`src/rtl/cpu_mem_arbiter.sv`:
```
// Round-robin arbiter sharing one burst memory port between icache fills and
// dcache fills/write-backs; the grant is held for a whole BURST_LEN-word burst.
module cpu_mem_arbiter #(
  parameter int unsigned BURST_LEN = 8,
  parameter int unsigned ADDR_W    = 32
) (
  input  logic              clock_i,
  input  logic              reset_i,
  input  logic              ic_request_i,
  input  logic [ADDR_W-1:0] ic_addr_i,
  output logic [31:0]       ic_rdata_o,
  output logic              ic_rvalid_o,
  output logic              ic_done_o,
  input  logic              dc_request_i,
  input  logic [ADDR_W-1:0] dc_addr_i,
  input  logic              dc_write_i,
  input  logic [31:0]       dc_wdata_i,
  output logic              dc_wready_o,
  output logic [31:0]       dc_rdata_o,
  output logic              dc_rvalid_o,
  output logic              dc_done_o,
  output logic              mem_request_o,
  output logic [ADDR_W-1:0] mem_addr_o,
  output logic              mem_write_o,
  input  logic              mem_ack_i,
  output logic [31:0]       mem_wdata_o,
  input  logic              mem_wready_i,
  input  logic [31:0]       mem_rdata_i,
  input  logic              mem_rvalid_i
);

  localparam int unsigned CNT_W = $clog2(BURST_LEN) + 1;

  typedef enum logic [1:0] {S_IDLE, S_CMD, S_DATA, S_DONE} state_e;
  typedef enum logic {OWN_IC, OWN_DC} owner_e;

  state_e              state_q;
  owner_e              owner_q;
  owner_e              last_q;
  logic [ADDR_W-1:0]   addr_q;
  logic                write_q;
  logic                req_q;
  logic [CNT_W-1:0]    cnt_q;
  logic                ic_done_q;
  logic                dc_done_q;

  logic grant_ic_c;
  logic data_rd_c;
  logic data_wr_c;
  logic beat_c;

  // Icache wins when alone or when dcache held the previous grant.
  assign grant_ic_c = ic_request_i && (!dc_request_i || (last_q == OWN_DC));

  assign data_rd_c = (state_q == S_DATA) && !write_q;
  assign data_wr_c = (state_q == S_DATA) && write_q;
  assign beat_c    = data_wr_c ? mem_wready_i : (data_rd_c && mem_rvalid_i);

  // Read data is a gated pass-through so idle and non-owner ports stay at zero.
  always_comb begin
    ic_rvalid_o = 1'b0;
    ic_rdata_o  = '0;
    dc_rvalid_o = 1'b0;
    dc_rdata_o  = '0;
    dc_wready_o = 1'b0;
    mem_wdata_o = '0;
    if (data_rd_c && mem_rvalid_i) begin
      if (owner_q == OWN_IC) begin
        ic_rvalid_o = 1'b1;
        ic_rdata_o  = mem_rdata_i;
      end else begin
        dc_rvalid_o = 1'b1;
        dc_rdata_o  = mem_rdata_i;
      end
    end
    if (data_wr_c) begin
      dc_wready_o = mem_wready_i;
      mem_wdata_o = dc_wdata_i;
    end
  end

  always_ff @(posedge clock_i) begin
    if (reset_i) begin
      state_q   <= S_IDLE;
      owner_q   <= OWN_IC;
      last_q    <= OWN_DC;
      addr_q    <= '0;
      write_q   <= 1'b0;
      req_q     <= 1'b0;
      cnt_q     <= '0;
      ic_done_q <= 1'b0;
      dc_done_q <= 1'b0;
    end else begin
      case (state_q)
        S_IDLE: begin
          if (ic_request_i || dc_request_i) begin
            if (grant_ic_c) begin
              owner_q <= OWN_IC;
              addr_q  <= ic_addr_i;
              write_q <= 1'b0;
            end else begin
              owner_q <= OWN_DC;
              addr_q  <= dc_addr_i;
              write_q <= dc_write_i;
            end
            req_q   <= 1'b1;
            state_q <= S_CMD;
          end
        end
        S_CMD: begin
          if (mem_ack_i) begin
            req_q   <= 1'b0;
            cnt_q   <= '0;
            state_q <= S_DATA;
          end
        end
        S_DATA: begin
          if (beat_c) begin
            cnt_q <= cnt_q + CNT_W'(1);
            // Last beat of the burst: raise the owner's done for the DONE cycle.
            if (cnt_q == CNT_W'(BURST_LEN - 1)) begin
              state_q <= S_DONE;
              if (owner_q == OWN_IC) ic_done_q <= 1'b1;
              else                   dc_done_q <= 1'b1;
            end
          end
        end
        S_DONE: begin
          ic_done_q <= 1'b0;
          dc_done_q <= 1'b0;
          last_q    <= owner_q;
          state_q   <= S_IDLE;
        end
        default: state_q <= S_IDLE;
      endcase
    end
  end

  assign mem_request_o = req_q;
  assign mem_addr_o    = addr_q;
  assign mem_write_o   = write_q;
  assign ic_done_o     = ic_done_q;
  assign dc_done_o     = dc_done_q;

endmodule
```
`config.mk`:
```
export PLATFORM = sky130hd
export DESIGN_NAME = cpu_mem_arbiter
export DESIGN_NICKNAME = d
export VERILOG_FILES = /design/src/rtl/cpu_mem_arbiter.sv
export SDC_FILE = /design/constraint.sdc
export NUM_CORES = 1
export LEC_CHECK = 0
export CAP_MARGIN = 40
export CORE_AREA = 3 3 105 107
export CTS_BUF_LIST = sky130_fd_sc_hd__clkbuf_8
export CTS_CLUSTER_SIZE = 10
export DETAILED_ROUTE_END_ITERATION = 10
export DIE_AREA = 0 0 108 110
export PLACE_DENSITY_LB_ADDON = 0.2
export SYNTH_ARGS = -nofsm -noshare
export SYNTH_HDL_FRONTEND = slang
export SYNTH_SLANG_ARGS = --single-unit
```
`constraint.sdc`:
```
create_clock -name clock_i -period 2.9 [get_ports clock_i]
set_input_delay 0.58 -clock clock_i [delete_from_list [all_inputs] [get_ports clock_i]]
set_output_delay 0.58 -clock clock_i [all_outputs]
set_load 0.05 [all_outputs]
```
==> results.toml <==
[run_status]
outcome = "finished, final reports clean"

[routing]
num_vias = 3367
wl_per_cell_um = 17.50
vias_per_cell = 4.644
drt-pass1-iter-count = 4
ant_nets = 0
drt_iter0_markers = 161
wl_um = 12690
drc = 0

[worst_setup_path]
crit_path_max_incr_delay_ns = 0.48
critPathSlowestCell = "clkdlybuf4s50_1"
cp_cell_sequence = "clkdlybuf4s50_1, nand2_1, nor3_2, buf_4, and2_1, buf_12"
required_ns = 2.32
r2r_setup_slack_ns = 1.00
r2r_end = "ic_done_o"
r2r_cells = 6
start_kind = "input port"
critPathKind = "in -> out"
cp-end-kind = "output port"
crit_family = "buffers and inverters"
crit_arrival_ns = 1.96
r2r_start = "state_q[0]"
worst-path-max-fanout = 33
path_buf_inv = 3

[yosys]
synth_area_leader_cell = "dfxtp_1"
syn_area_per_cell_um2 = 8.294
ys_ff_latch = 44
syn_inst = 334
synthFlopType = "dfxtp_1"
synthArstFlopShare = 0
synth_area_leaders = "dfxtp_1 (32%), and2_1 (14%), mux2i_1 (12%)"
synth_area_um2 = 2770
ys.warnings.count = 0
synth_edf_count = 0
synthDistinctLibCells = 36
synth_top_cell_area_share = 0.3180
synth_seq_area_share = 0.3180
syn_nets = 476

[die]
die_h_um = 110
die_w_um = 108
die_area_um2 = 11880
fp-row-count = 37
start_util = 0.2708
ios = 271
core_um2 = 10230

[clocking]
clkTransAtPathRegs_ns = 0.09
clockBufferDepth = 2
postCtsHoldBufs = 0
cts_setup_buffers = 0
cts_tree = "done"
clock_latency_ns = 0.30
cts-resized-gates = 0
clock-root-buffer = "clkbuf_8"
htreeDepth = 2
cts_num_sinks = 44
cts_buffers = 5

[place]
place_inst = 717
post-place-ws_ns = 0.3804
post-dp-hpwl_um = 10900
placed_cell_area_um2 = 6579
portBuffers = 270
gp_congestion = 0.8482

[power]
power.switching_mw = 1.650
pwr-share-seq = 0.241
irDropWorstVdd_mv = 0.4232
power_mw = 3.588
pwr_density_cell_nw_per_um2 = 535.6
leakagePower_nw = 2.784
p_comb_frac = 0.618
p_int_mw = 1.939
p_clk_frac = 0.140
switching_share = 0.4598

[grt]
grt_pass1_wl_um = 18600
grt_max_degree = 45
grt_pass1_vias = 3266
grt_usage = 0.2020
antenna_found_initial = 0
overflow = 0

[final_layout]
drive_above_1_share = 0.2139
area_delta_synth_final_pct = 141.9
layoutNonFillerInstCount = 725
finish.utilization = 0.6549
final_area_um2 = 6700
insertedDiodeCount = 0
final_nets = 730

[sta]
hold_slack_ns = 0.5010
rsz0062_at_grt = "false"
maxSlewHeadroom = 0.5863
layout_setup_ws_ns = 0.3639
fmax_mhz = 394.3
worst_pin_slew_ns = 0.6186
period_needed_ns = 2.536
hold_viol = 0
final_max_slew_viol_count = 0
tns_ns = 0
fin_skew_ns = 0.01082
setup_violations = 0
timing.final.crit_share = 0.8745

[hold_path]
min_from = "mem_addr_o[24]"
hold_depth = 2
min_path_type = "reg -> reg"
hold_end = "mem_addr_o[24]"

[run]
cap_violations = 0
==> area by class of cell <==
type,instances,area [um^2]
Clock buffer,6,82.58
Clock inverter,2,38.79
Fill cell,796,3531
Inverter,8,30.03
Multi-Input combinational cell,251,1709
Sequential cell,44,880.8
Tap cell,136,170.2
Timing Repair Buffer,278,3789
==> tightest hold or removal path, stage by stage, from the launching register on <==
cell and delay (ns):
dfxtp_1 0.32, nor2_1 0.09, a211oi_1 0.05
==> cell usage in the layout, fill, tap and decap left out, drive strengths merged, types with 4 or more instances in the layout <==
cell type,synthesis,routed
inv,8,8
dfxtp,44,44
a211oi,34,34
clkdlybuf4s50,0,170
buf,8,108
nand2,5,5
and3,33,33
clkbuf,23,6
a21oi,8,8
o21ai,4,4
nor2,38,38
mux2i,33,33
ha,6,6
and2,64,64
==> state kept, by name, indices dropped and copies added, names as in the netlist <==
signal / cells
mem_addr_o: 32
cnt_q: 4
mem_write_o: 1
last_q: 1
state_q: 2
owner_q: 1
ic_done_o: 1
mem_request_o: 1
dc_done_o: 1
==> worst max-delay path by stage <==
stage	from	slack [ns]	end	cells past startpoint
after floorplan	mem_write_o	0.15	dc_rdata_o[22]	4
after global placement	mem_rvalid_i	0.40	ic_rdata_o[10]	6
after detailed placement	mem_rvalid_i	0.38	ic_rdata_o[0]	6
after CTS	mem_rvalid_i	0.37	ic_rdata_o[0]	6
after global routing	mem_rvalid_i	0.28	ic_rdata_o[6]	6
final	mem_rvalid_i	0.36	ic_rdata_o[0]	6
==> synth_stat cells, types with 2 or more instances <==
cell / instances
buf_6: 4
nor3_1: 2
nor2_1: 38
o21ai_0: 4
clkbuf_8: 2
and2_1: 64
nand2b_1: 2
dfxtp_1: 44
nand2_1: 5
and3_2: 3
clkbuf_1: 21
nand3_1: 2
a31oi_1: 2
mux2i_1: 33
inv_1: 8
a21boi_0: 2
a21oi_1: 8
ha_1: 6
buf_2: 2
or4_1: 2
o21a_1: 2
nand4_1: 2
and3_1: 30
a211oi_1: 34
==> power by group through the flow <==
| stage | sequential (mW) | clock (mW) | combinational (mW) |
|---|---|---|---|
| 6_report | 0.866 | 0.504 | 2.22 |
| 5_1_grt | 0.889 | 0.536 | 2.36 |
| 4_1_cts | 0.867 | 0.518 | 2.23 |
| 3_5_place_dp | 0.880 | 0 | 2.23 |
| 3_3_place_gp | 0.871 | 0 | 2.19 |
| 2_1_floorplan | 1.39 | 0 | 0.825 |
==> metal layers <==
metal,track usage,part of all wire
met2,0.3863,0.53
met4,0.04599,0.014
met3,0.07047,0.11
met1,0.2123,0.35
met5,0,0
==> cells by family after synthesis <==
family | share of synthesized area
compound gates | 0.1423
fa+ha+maj | 0.02710
buf+inv | 0.07317
flops | 0.3180
mux | 0.1247
simple gates | 0.3148
Note: power is estimated with default switching activity, not from simulation.
